<file path="src/rtl/vga_screen_pkg.sv">
// ---------------------------------------------------------------------------
// vga_screen_pkg
//
// This package holds the types and defaults shared by the screen-select
// controllers that drive the VGA source mux.
//
// Contents:
//   screen_state_t   2-bit sequencer state: ST_GAME=0, ST_WIN_PEND=1,
//                    ST_WIN_SHOW=2, ST_GAME_PEND=3. A later extension, such
//                    as a lose screen, can add its own states here.
//   DEF_*            default frame counts and counter width.
//   shows_win()      reports whether a state has the win renderer on the mux.
// ---------------------------------------------------------------------------
package vga_screen_pkg;

    typedef enum logic [1:0] {
        ST_GAME      = 2'd0,
        ST_WIN_PEND  = 2'd1,
        ST_WIN_SHOW  = 2'd2,
        ST_GAME_PEND = 2'd3
    } screen_state_t;

    localparam int unsigned DEF_HOLD_FRAMES = 180;  // 3 s at 60 Hz
    localparam int unsigned DEF_MIN_FRAMES  = 30;
    localparam int unsigned DEF_CNT_W       = 8;

    // GAME_PEND keeps the win screen on the mux. The game screen only
    // returns at the next frame boundary.
    function automatic logic shows_win(input screen_state_t s);
        return (s == ST_WIN_SHOW) || (s == ST_GAME_PEND);
    endfunction

endpackage

</file>
<file path="src/rtl/vga_frame_tick.sv">
// ---------------------------------------------------------------------------
// vga_frame_tick
//
// This module is the frame-boundary detector. It produces a single-cycle
// tick when the active-low vertical sync falls. Any frame-synchronous block
// can reuse it.
//
// Ports:
//   clk     in   system clock; this is also the sync generator domain
//   resetn  in   synchronous active-low reset
//   vga_vs  in   vertical sync, active low
//   fe      out  combinational tick, high in the cycle vga_vs first goes low
// ---------------------------------------------------------------------------
module vga_frame_tick (
    input  logic clk,
    input  logic resetn,
    input  logic vga_vs,
    output logic fe
);

    logic r_vs_d;

    // The register resets to 1, the idle level of the sync, so the release
    // of reset never creates a false tick.
    // NOTE: sequential state uses non-blocking assignments so that every
    // register samples values from before the edge.
    always_ff @(posedge clk) begin
        if (!resetn) begin
            r_vs_d <= 1'b1;
        end else begin
            r_vs_d <= vga_vs;
        end
    end

    assign fe = r_vs_d & ~vga_vs;

endmodule

</file>
<file path="src/rtl/vga_screen_ctrl.sv">
// ---------------------------------------------------------------------------
// vga_screen_ctrl
//
// This module sequences the `win` select of the VGA source mux between the
// game renderer and the win-screen renderer.
//
// Behaviour:
//   - The screen changes only on the falling edge of vertical sync, so no
//     frame is torn.
//   - The win screen is held for HOLD_FRAMES frames. A continue request
//     ends it early, but only after MIN_FRAMES frames.
//   - The game is paused for the whole sequence.
//   - A one-cycle restart pulse is issued when the game screen returns.
//
// Parameters (HOLD_FRAMES < 2**CNT_W, MIN_FRAMES <= HOLD_FRAMES):
//   HOLD_FRAMES  frames shown before the automatic return to the game
//   MIN_FRAMES   frames that must elapse before continue_req is honoured
//   CNT_W        frame counter width
//
// Ports:
//   clk           in   system clock (VGA sync domain)
//   resetn        in   synchronous active-low reset
//   win_event     in   one-cycle pulse: the player has won
//   continue_req  in   debounced level: leave the win screen early
//   vga_vs        in   vertical sync of the selected source, active low
//   win           out  mux select, 1 = win screen
//   game_pause    out  freezes game state updates
//   game_restart  out  one-cycle pulse when the game screen is back
//   frame_cnt     out  frames shown on the win screen so far
//   busy          out  high in every state except GAME
// ---------------------------------------------------------------------------
module vga_screen_ctrl
    import vga_screen_pkg::*;
#(
    parameter int unsigned HOLD_FRAMES = DEF_HOLD_FRAMES,
    parameter int unsigned MIN_FRAMES  = DEF_MIN_FRAMES,
    parameter int unsigned CNT_W       = DEF_CNT_W
) (
    input  logic             clk,
    input  logic             resetn,
    input  logic             win_event,
    input  logic             continue_req,
    input  logic             vga_vs,
    output logic             win,
    output logic             game_pause,
    output logic             game_restart,
    output logic [CNT_W-1:0] frame_cnt,
    output logic             busy
);

    localparam logic [CNT_W-1:0] HOLD_C = CNT_W'(HOLD_FRAMES);
    localparam logic [CNT_W-1:0] MIN_C  = CNT_W'(MIN_FRAMES);

    screen_state_t    r_state;
    screen_state_t    w_state_nxt;
    logic             r_win;
    logic             w_win_nxt;
    logic             r_pause;
    logic             w_pause_nxt;
    logic             r_restart;
    logic             w_restart_nxt;
    logic             r_busy;
    logic             w_busy_nxt;
    logic [CNT_W-1:0] r_frame_cnt;
    logic [CNT_W-1:0] w_frame_cnt_nxt;

    logic             w_fe;
    logic             w_hold_done;
    logic             w_early_exit;

    vga_frame_tick u_frame_tick (
        .clk    (clk),
        .resetn (resetn),
        .vga_vs (vga_vs),
        .fe     (w_fe)
    );

    // These exit terms use the registered count, so the decision always
    // refers to frames that have already been shown.
    assign w_hold_done  = (r_frame_cnt == HOLD_C);
    assign w_early_exit = continue_req && (r_frame_cnt >= MIN_C);

    // -----------------------------------------------------------------------
    // This block computes the next state and the next output values.
    // -----------------------------------------------------------------------
    // NOTE: every signal driven here gets a default first, which prevents
    // latches from being inferred.
    always_comb begin
        w_state_nxt     = r_state;
        w_frame_cnt_nxt = r_frame_cnt;
        w_restart_nxt   = 1'b0;

        case (r_state)
            // A win_event in a tick cycle only arms WIN_PEND. The screen
            // still waits for a later frame boundary.
            ST_GAME: begin
                if (win_event) begin
                    w_state_nxt = ST_WIN_PEND;
                end
            end

            ST_WIN_PEND: begin
                if (w_fe) begin
                    w_state_nxt     = ST_WIN_SHOW;
                    w_frame_cnt_nxt = '0;
                end
            end

            // The count saturates at HOLD_FRAMES and never wraps.
            // continue_req is sampled as a level and is not latched.
            ST_WIN_SHOW: begin
                if (w_fe && !w_hold_done) begin
                    w_frame_cnt_nxt = r_frame_cnt + 1'b1;
                end
                if (w_hold_done || w_early_exit) begin
                    w_state_nxt = ST_GAME_PEND;
                end
            end

            ST_GAME_PEND: begin
                if (w_fe) begin
                    w_state_nxt     = ST_GAME;
                    w_frame_cnt_nxt = '0;
                    w_restart_nxt   = 1'b1;
                end
            end

            default: begin
                w_state_nxt = ST_GAME;
            end
        endcase

        // The outputs are derived from the state being entered, so each
        // registered output lines up with r_state exactly.
        w_win_nxt   = shows_win(w_state_nxt);
        w_pause_nxt = (w_state_nxt != ST_GAME);
        w_busy_nxt  = (w_state_nxt != ST_GAME);
    end

    // -----------------------------------------------------------------------
    // This block holds the state and the registered outputs.
    // -----------------------------------------------------------------------
    always_ff @(posedge clk) begin
        if (!resetn) begin
            r_state     <= ST_GAME;
            r_win       <= 1'b0;
            r_pause     <= 1'b0;
            r_restart   <= 1'b0;
            r_busy      <= 1'b0;
            r_frame_cnt <= '0;
        end else begin
            r_state     <= w_state_nxt;
            r_win       <= w_win_nxt;
            r_pause     <= w_pause_nxt;
            r_restart   <= w_restart_nxt;
            r_busy      <= w_busy_nxt;
            r_frame_cnt <= w_frame_cnt_nxt;
        end
    end

    assign win          = r_win;
    assign game_pause   = r_pause;
    assign game_restart = r_restart;
    assign frame_cnt    = r_frame_cnt;
    assign busy         = r_busy;

endmodule

</file>
<file path="config.mk">
export PLATFORM = sky130hd
export DESIGN_NAME = vga_screen_ctrl
export DESIGN_NICKNAME = d
export VERILOG_FILES = /design/src/rtl/vga_screen_pkg.sv /design/src/rtl/vga_frame_tick.sv /design/src/rtl/vga_screen_ctrl.sv
export SDC_FILE = /design/constraint.sdc
export NUM_CORES = 1
export LEC_CHECK = 0
export BUFFER_PORTS_ARGS = -buffer_cell sky130_fd_sc_hd__buf_2
export CORE_AREA = 3 3 49 51
export CTS_CLUSTER_SIZE = 20
export DETAILED_ROUTE_END_ITERATION = 8
export DIE_AREA = 0 0 52 54
export SETUP_SLACK_MARGIN = 0.5
export SLEW_MARGIN = 30
export SYNTH_ARGS = -nofsm -noshare
export SYNTH_HDL_FRONTEND = slang
export SYNTH_SLANG_ARGS = --single-unit
</file>
<file path="constraint.sdc">
create_clock -name clk -period 3.3 [get_ports clk]
set_clock_uncertainty 0.15 [all_clocks]
set_input_delay 0.66 -clock clk [delete_from_list [all_inputs] [get_ports clk]]
set_output_delay 0.66 -clock clk [all_outputs]
set_load 0.01 [all_outputs]
</file>
==> impl_results.md, run 1 <==
- Status: finished, final reports clean
- Maxcap violations: 0
- Depth of the CTS H-tree: 1
- Routed wire length: around 1400 um
- Antenna-violating nets left: 0
- IO Port Bufs: 16
- DR iter-0 viols: 13
- Area Overhead vs Synth: 20.7%
- Fin Hold WS: roughly 370 ps
- Adder-cell share of the synthesized area: between 5 and 6%
- Die area: about 2800 um2
- Ratio of cells with drive above 1 in the final layout: a little over a quarter
- Mapped Area: ~670 um2
- Actual slew at the worst max-slew pin: 414 ps
- Vias in the first global route: about 520
- XOR/XNOR Fraction of Synth Area: between 2 and 3%
- Total CTS buffers: 3
- Fin. max-slew vios: 0
- Largest area contributor in the synthesized netlist: dfxtp_1
- Total track usage: 10.7%
- Number of synthesized flops with an enable pin: 0
- Starting Density: roughly a third
- CP arrival: about 2100 ps
- Seq cells post-synth: 14
- CTS Hold Bufs: 0
- Fin crit period: around 2000 ps
- Final Hold Violating Endpoints: 0
- Hold Path Class: reg -> reg
- Register area share after synthesis: a little over two fifths
- Max-slew headroom: between 70% and 80%
- Critical Path Source Type: flop
- Synthesized instance count: 74
- Reg clk slew, reported paths: roughly 90 ps
- CTS sink count: 14
- Root Buffer: clkbuf_4
- Core Rows: 16
- Flop2flop setup slack: between 1000 and 1500 ps
- Drc violations: 0
- Crit path capture type: flop
- Yosys top cell area share: between 40% and 50%
- # nets final: 101
- Unrepaired setup endpoints after global routing: no
- Post-synthesis compound-gate area fraction: between 10% and 20%
- Post-synth top flop: dfxtp_1
- Req. time, crit path: roughly 3400 ps
- Diodes inserted: 0
- Maximum buffer depth of the clock tree: 2
- Most frequent cell after synthesis: dfxtp_1
- WL/cell: approximately 11 um
- Total grt overflow: 0
- Wire length of the first global-routing pass: between 2000 and 2500 um
- Largest net degree at the start of global routing: 11
- Die height: about 54 um
- WS Path Type: reg -> reg
- # fillers: between 200 and 250
- Post-Synth Simple-Gate Area: 28.8%
- Drt via density: between 4 and 5
- Core area: 1980 um2
- Die W: ~52 um
- Power density over cell area: a little over 400 nW/um2
- Total setup buffers inserted after CTS: 0
- Top post-synthesis cells by area: dfxtp_1 (42%), o21ai_0 (6.0%), ha_1 (5.6%)
- DP Wirelength: 1010 um
- CTS tree: yes
- Yosys warning count: 0
- Mux share of post-synthesis cell area: 0%
- Cts repair resizes: 0
- Initial DRT Pass Iterations: 4
- TNS Setup: 0 ps
- Setup violators final: 0
- Asr flop ratio synth: 0%
- Achievable clock frequency: roughly 0.5 GHz
- Combinational family with the most area after synthesis: simple AND/OR/NAND/NOR gates
- Net Count, Synth: 82
- Worst-Skew Late Latency: ~280 ps
- GPL Wtd Cong: approximately 0.76
- Synth top cells by count: dfxtp_1 (14), o21ai_0 (8), a21oi_1 (5)
- DR vias: a little under 600
- Syn avg cell area: just over 9 um2
- Static Leak: 0.000333 uW
- CP Max Fanout: 8
- Synth cell types: 29
- Antenna violations before repair: 0
- Fin crit share: between 60% and 70%
- VDD IR-drop max: ~0.21 mV
- IO Pins: 17
sequential cells by signal, summed over array words and instances (netlist names):
signal and cells:
frame_cnt 8, r_state 2, busy 1, game_restart 1, u_frame_tick.r_vs_d 1, win 1
cell families after synthesis:
logic type	count (synthesis)
AOI/OAI and AO/OA	19
xor gates and xnor gates	2
adders and majority gates	3
buffers and inverters	5
and+or+nand+nor	31
DFF	14
per-stage QoR:
step | util (%) | instance area (um2) | setup slack, ps | total power (uW) | std cells
after floorplan | - | 669 | 1440 | 207 | 74
after global placement | 39.0 | 772 | 1270 | 216 | 115
after detailed placement | 39.0 | 772 | 1210 | 216 | 115
after CTS | 40.8 | 808 | 1300 | 338 | 119
after global routing | 40.8 | 808 | 1160 | 351 | 119
final | 40.8 | 808 | 1310 | 335 | 119
final cells by class:
type                       count  area (um2)  share of cell area, %
clock buffer                   4        36.3                   4.49
multi-input combinational     55         367                   45.4
tap                           27        33.8                   4.18
timing repair buffer          16        80.1                   9.91
sequential                    14         280                   34.7
inverter                       3        11.3                   1.39
worst paths after layout:
check / end / from / depth (start not counted)
min reg2reg: frame_cnt[7]$_SDFFE_PN0P_ / frame_cnt[7]$_SDFFE_PN0P_ / 2
max reg2reg: frame_cnt[5]$_SDFFE_PN0P_ / frame_cnt[0]$_SDFFE_PN0P_ / 6
max: frame_cnt[5]$_SDFFE_PN0P_ / frame_cnt[0]$_SDFFE_PN0P_ / 6
min: frame_cnt[7]$_SDFFE_PN0P_ / frame_cnt[7]$_SDFFE_PN0P_ / 2
layout by cell type, fill, tap and decap left out:
master / n
xor2_1: 2
or4_1: 2
or3_1: 4
nand4bb_1: 1
and2_1: 2
nand2b_1: 2
and3_1: 1
or2_2: 2
o311a_1: 1
nand4_1: 1
o211ai_2: 1
dfxtp_1: 14
and3b_1: 1
or3b_2: 1
o31ai_1: 3
nand4b_1: 1
nand3b_1: 1
or2_0: 1
nor2_1: 1
clkbuf_4: 3
o21ai_0: 8
o2111ai_1: 1
buf_2: 16
a21oi_1: 5
clkbuf_8: 1
ha_1: 3
inv_1: 3
nand2_1: 4
nor2b_1: 2
nand3_1: 4
worst max-delay path: stages (launching register included):
cell and delay (ps):
dfxtp_1 430, inv_1 110, ha_1 210, nand4b_1 150
o211ai_2 190, or4_1 540, a21oi_1 150
power by group:
group	internal [uW]	switching, uW	total, uW
Sequential	175	4.56	180
Combinational	15.2	16.9	32.2
Clock	67.1	55.7	123
routing by layer:
layer | global-route usage [%] | share of wire, % | up-vias
li1 | - | - | 309
met1 | 12.5 | 47 | 265
met2 | 17.8 | 46 | 14
met3 | 2.49 | 6.0 | 2
met4 | 6.55 | 1.2 | 0
met5 | 0 | 0 | -
Power figures use the tool's default switching activity.
==> run 2: changes to the inputs <==
Settings changed: ABC_AREA set to 1, CORE_AREA 3 3 49 51 to 3 3 53 55, DIE_AREA 0 0 52 54 to 0 0 56 58.
Clock period 3.3 ns to 1.7 ns, I/O delays scaled along.
==> impl_results.md, run 2 <==
- CTS tree: yes
- Core Rows: 18
- Static Leak: roughly 0.00053 uW
- Cell Chain, Critical Path: inv_4, ha_4, nand2_4, nor2_4, nand2_4, nand3b_4, nand2_4, nand2_1, a21oi_2
- WL/cell: 11.8 um
- Req. time, crit path: 1760 ps
- Most common cell after layout, fill and taps aside: nand2_1
- Core area: about 2400 um2
- CP arrival: approximately 1600 ps
- Synth top cells by count: nand2_1 (36), inv_1 (16), nor2_1 (15)
- Logic pwr share: between 10% and 20%
- Final Hold Violating Endpoints: 0
- Fin crit share: about nine tenths
- # nets final: around 160
- Clock Power Share: 31.0%
- Unrepaired setup endpoints after global routing: yes
- Wire length of the first global-routing pass: around 3500 um
- Initial DRT Pass Iterations: 4
- Crit path capture type: flop
- Routed wl met3: around 160 um
- Pwr Total: about 630 uW
- Achievable clock frequency: between 0.6 and 0.7 GHz
- Critical Path Source Type: flop
- Asr flop ratio synth: 0%
- WL met1: 873 um
- Depth of the CTS H-tree: 1
- Most frequent cells in the layout: nand2_1 (29), nor2_1 (13), inv_1 (12), nand3_1 (10)
- Synthesized instance count: ~120
- Min-delay src: vga_vs
- Critical Path Slowest Stage Cell: dfxtp_4
- Most frequent cell after synthesis: nand2_1
- Total CTS buffers: 3
- IO Port Bufs: 16
- Seq cells post-synth: 14
- Net Count, Synth: ~130
- Internal power: 453 uW
- WP buf/inv: 1
- Area Overhead vs Synth: 50.6%
- CP Max Fanout: 7
- Worst-Skew Late Latency: about 280 ps
- Number of synthesized flops with an enable pin: 0
- Total track usage: around 14%
- Drc violations: 0
- Power density over cell area: ~520 nW/um2
- Synth cell types: 17
- Max reg flops: 8
- Fraction of power spent switching nets: about 28%
- Antenna-violating nets left: 0
- Maxcap violations: 0
- Mapped Area: between 700 and 800 um2
- Diodes inserted: 0
- Yosys warning count: 0
- VDD IR-drop max: 0.648 mV
- Total grt overflow: 0
- GPL Wtd Cong: about 0.77
- Sequential power share: between 50% and 60%
- Die W: around 56 um
- Crit path launch: frame_cnt[1]$_SDFFE_PN0P_
- Crit Reg-Reg Startpoint: frame_cnt[1]$_SDFFE_PN0P_
- Fin crit period: 1530 ps
- Yosys top cell area share: 35.3%
- Fin. max-slew vios: 0
- Maximum buffer depth of the clock tree: 2
- DP Wirelength: approximately 1300 um
- Drt via density: roughly 4.6
- Die area: about 3200 um2
- WS Path Type: reg -> reg
- DR iter-0 viols: 26
- Ratio of cells with drive above 1 in the final layout: around 46%
- Vias in the first global route: 750
- DR top layer: met4
- Hold Path Class: in -> reg
- NetSw: ~170 uW
- Antenna violations before repair: 0
- CP max stage delay: about 420 ps
- Met2 WL: roughly 1100 um
- Die height: 58 um
- TNS Setup: 0 ps
- CTS sink count: 14
- Largest net degree at the start of global routing: 12
- Top post-synthesis cells by area: dfxtp_1 (35%), nand2_1 (17%), nand3_1 (7.6%)
- Starting Density: approximately a third
- Syn avg cell area: approximately 6.6 um2
- Routed wire length: about 2100 um
- Setup violators final: 0
- Post-synth top flop: dfxtp_1
- Register area share after synthesis: 35.3%
- Root Buffer: clkbuf_4
- IO Pins: 17
- CP most frequent cell: nand2_4
- Max-slew headroom: approximately 76%
- Reg clk slew, reported paths: 90 ps
- Status: finished, final reports clean
- Largest area contributor in the synthesized netlist: dfxtp_1
- CP delay by family, top: simple AND/OR/NAND/NOR gates
- DR vias: roughly 830
- Actual slew at the worst max-slew pin: 362 ps
## run 2: final timing paths
path                                     to  slack, ps  cells past startpoint
max               frame_cnt[6]$_SDFFE_PN0P_        170                      9
min          u_frame_tick.r_vs_d$_SDFF_PN1_         90                      3
min reg2reg       frame_cnt[7]$_SDFFE_PN0P_        400                      2
max reg2reg       frame_cnt[6]$_SDFFE_PN0P_        170                      9
## run 2: what timing repair did
item | CTS | global route
resized for setup | 32 | 10
hold buffers | 0 | 0
buffers inserted | 6 | 1
gates cloned | 1 | 0
pin swaps | 10 | 7
endpoints found under the setup margin | 24 | 24
endpoints found under the hold margin | 0 | 0
## run 2: final cells by class
class                      count  area [um2]
clock buffer                   3        22.5
clock inverter                 1        3.75
fill                         253        1240
inverter                      16        65.1
multi-input combinational     89         558
sequential                    14         302
tap                           30        37.5
timing repair buffer          26         206
## run 2: metrics by stage
stage	worst slack [ps]	cell area, um2	hold slack [ps]	std cells	util (%)
floorplan	280	841	259	121	-
global placement	192	955	377	167	39.2
detailed placement	188	955	385	167	39.2
CTS	200	1160	86.3	178	47.5
global route	76.2	1190	94.0	179	49.1
finish	171	1190	89.6	179	49.1
## run 2: power groups by stage
stage | combinational [uW] | sequential [uW] | clock (uW)
6_report | 89.9 | 342 | 194
2_1_floorplan | 56.6 | 354 | 0
3_5_place_dp | 76.1 | 353 | 0
3_3_place_gp | 75.5 | 352 | 0
4_1_cts | 86.4 | 342 | 199
5_1_grt | 99.9 | 344 | 217
## run 2: worst register-to-register path, stage by stage (launching register included)
cell and delay [ps]:
dfxtp_4 420, inv_4 50, ha_4 150, nand2_4 60, nor2_4 40, nand2_4 110
nand3b_4 130, nand2_4 150, nand2_1 90, a21oi_2 110
## run 2: kinds of logic (layout without fill, tap and decap cells)
logic type      after synthesis  count (layout)  share of synthesized area [%]
xor+xnor                      3               3                           3.31
compound gates               11              11                           6.94
simple gates                 71              72                           39.6
fa+ha+maj                     3               3                           4.73
buf+inv                      19              46                           10.1
flops                        14              14                           35.3
## run 2: routing by layer
layer  vias to the layer above  global-route usage, %
met3                         2                   4.90
met2                        27                   24.2
met1                       362                   17.6
li1                        434                      -
met4                         0                   3.05
met5                         -                      0
==> run 3: changes to the inputs <==
Settings changed: CORE_AREA 3 3 53 55 to 3 3 45 64, CTS_BUF_LIST set to sky130_fd_sc_hd__clkbuf_8, DIE_AREA 0 0 56 58 to 0 0 48 67.
Clock period 1.7 ns to 1.6 ns, I/O delays scaled along.
==> impl_results.md, run 3 (synthesis gave the netlist of run 2 again) <==
- Drt via density: around 5.1
- # nets final: between 150 and 200
- Diodes inserted: 0
- Post-DP Area: 952 um2
- Wire length of the first global-routing pass: about 3400 um
- Fin crit share: 95.1%
- Antenna-violating nets left: 0
- Max-slew headroom: approximately three quarters
- Routed wire length: between 2000 and 2500 um
- Clock Power Share: 41.7%
- Core Util, Final: 54.8%
- Core Rows: 21
- CP Max Fanout: 6
- IO Pins: 17
- Flop2flop setup slack: 80 ps
- CP most frequent cell: nand2_2
- VDD IR-drop max: around 0.55 mV
- Crit path capture type: flop
- Fin. max-slew vios: 0
- Power density over cell area: approximately 640 nW/um2
- Setup WS post-layout: 78.5 ps
- Pre-CTS WS: around 81 ps
- Maxcap violations: 0
- Area Overhead vs Synth: 63.4%
- WL/cell: roughly 13 um
- Reg clk slew, reported paths: 60 ps
- Actual slew at the worst max-slew pin: 403 ps
- Non-Filler Instances: 180
- Worst-Skew Late Latency: about 250 ps
- Largest net degree at the start of global routing: 12
- Initial DRT Pass Iterations: 4
- DR vias: between 900 and 1k
- CP arrival: 1490 ps
- Fraction of power spent switching nets: 25.4%
- Root Buffer: clkbuf_8
- Depth of the CTS H-tree: 1
- GPL Wtd Cong: about 0.85
- Max reg flops: 8
- DR iter-0 viols: 18
- CTS Hold Bufs: 0
- Static Leak: around 0.00058 uW
- NetSw: ~210 uW
- Maximum buffer depth of the clock tree: 2
- WS Path Type: reg -> reg
- Total CTS buffers: 3
- Status: finished, final reports clean
- Core area: around 2400 um2
- Final Hold Violating Endpoints: 0
- Placed Instances: 159
- Starting Density: between 30% and 40%
- Logic pwr share: roughly 14%
- Internal power: approximately 620 uW
- CTS tree: yes
- Achievable clock frequency: ~0.66 GHz
- IO Port Bufs: 16
- Die area: approximately 3200 um2
- # fillers: between 200 and 250
- CP max stage delay: about 360 ps
- Antenna violations before repair: 0
- Die W: 48 um
- Critical Path Source Type: flop
- Unrepaired setup endpoints after global routing: yes
- Most frequent cells in the layout: nand2_1 (26), buf_4 (14), inv_1 (11), nor2_1 (11), buf_6 (11)
- Fin crit period: 1520 ps
- Die height: ~67 um
- Setup violators final: 0
- Vias in the first global route: a little over 800
- Total grt overflow: 0
- Final instance area: 1300 um2
- DP Wirelength: approximately 1400 um
- Ratio of cells with drive above 1 in the final layout: 56.1%
- Critical Path Slowest Stage Cell: dfxtp_4
- Total track usage: approximately 14%
- Drc violations: 0
- Most common cell after layout, fill and taps aside: nand2_1
- Cell Chain, Critical Path: inv_4, ha_2, nand2_1, nor2_2, nand2_2, nand3b_4, nand2_4, nand2_2, a21oi_2
- Sequential power share: approximately 44%
- Req. time, crit path: approximately 1600 ps
- CTS sink count: 14
- Hold Path Class: in -> reg
run 3: area by class of cell:
type / count / area (um2) / share of cell area [%]
Multi-Input combinational cell: 89 / 558 / 43.1
Sequential cell: 14 / 308 / 23.7
Timing Repair Buffer: 33 / 269 / 20.8
Inverter: 16 / 72.6 / 5.60
Clock buffer: 4 / 55.1 / 4.25
Tap cell: 23 / 28.8 / 2.22
Timing Repair inverter: 1 / 5.00 / 0.386
run 3: repair_timing:
item	4_1_cts	5_1_grt
gates resized for setup	22	29
setup endpoints to repair	24	25
setup buffers	7	8
gates cloned	1	1
pin swaps	8	5
run 3: worst paths after layout:
| kind | from | to | depth (start not counted) |
|---|---|---|---|
| max reg2reg | frame_cnt[0]$_SDFFE_PN0P_ | frame_cnt[3]$_SDFFE_PN0P_ | 9 |
| min reg2reg | frame_cnt[6]$_SDFFE_PN0P_ | frame_cnt[6]$_SDFFE_PN0P_ | 2 |
| max | frame_cnt[0]$_SDFFE_PN0P_ | frame_cnt[3]$_SDFFE_PN0P_ | 9 |
| min | vga_vs | u_frame_tick.r_vs_d$_SDFF_PN1_ | 3 |
run 3: critical path: cells and delay by family, from the launching register on:
family | cells | cell delay, ps
simple gates | 6 | 600
flops | 1 | 360
fa+ha+maj | 1 | 160
buf+inv | 1 | 70
compound gates | 1 | 50
run 3: through the flow:
step	power [uW]	hold WS, ps	setup TNS, ps
after global routing	874	143	-62.7
after CTS	813	119	0
after global placement	459	371	0
after floorplan	445	239	0
after detailed placement	459	377	0
final	835	125	0
run 3: power groups by stage:
stage          logic [uW]  clock network (uW)  registers (uW)
2_1_floorplan        66.9                   0             378
3_3_place_gp         76.9                   0             382
3_5_place_dp         77.0                   0             382
4_1_cts              85.9                 355             371
5_1_grt               130                 374             370
6_report              118                 348             369
run 3: metal layers:
layer / routed length [um] / up-vias / GRT usage [%] / part of all wire [%]
met5: 0 / - / 0 / 0
met4: 17 / 0 / 3.70 / 0.75
met3: 130 / 2 / 2.70 / 5.7
met2: 1280 / 37 / 26.2 / 57
met1: 835 / 427 / 16.3 / 37
li1: - / 450 / - / -
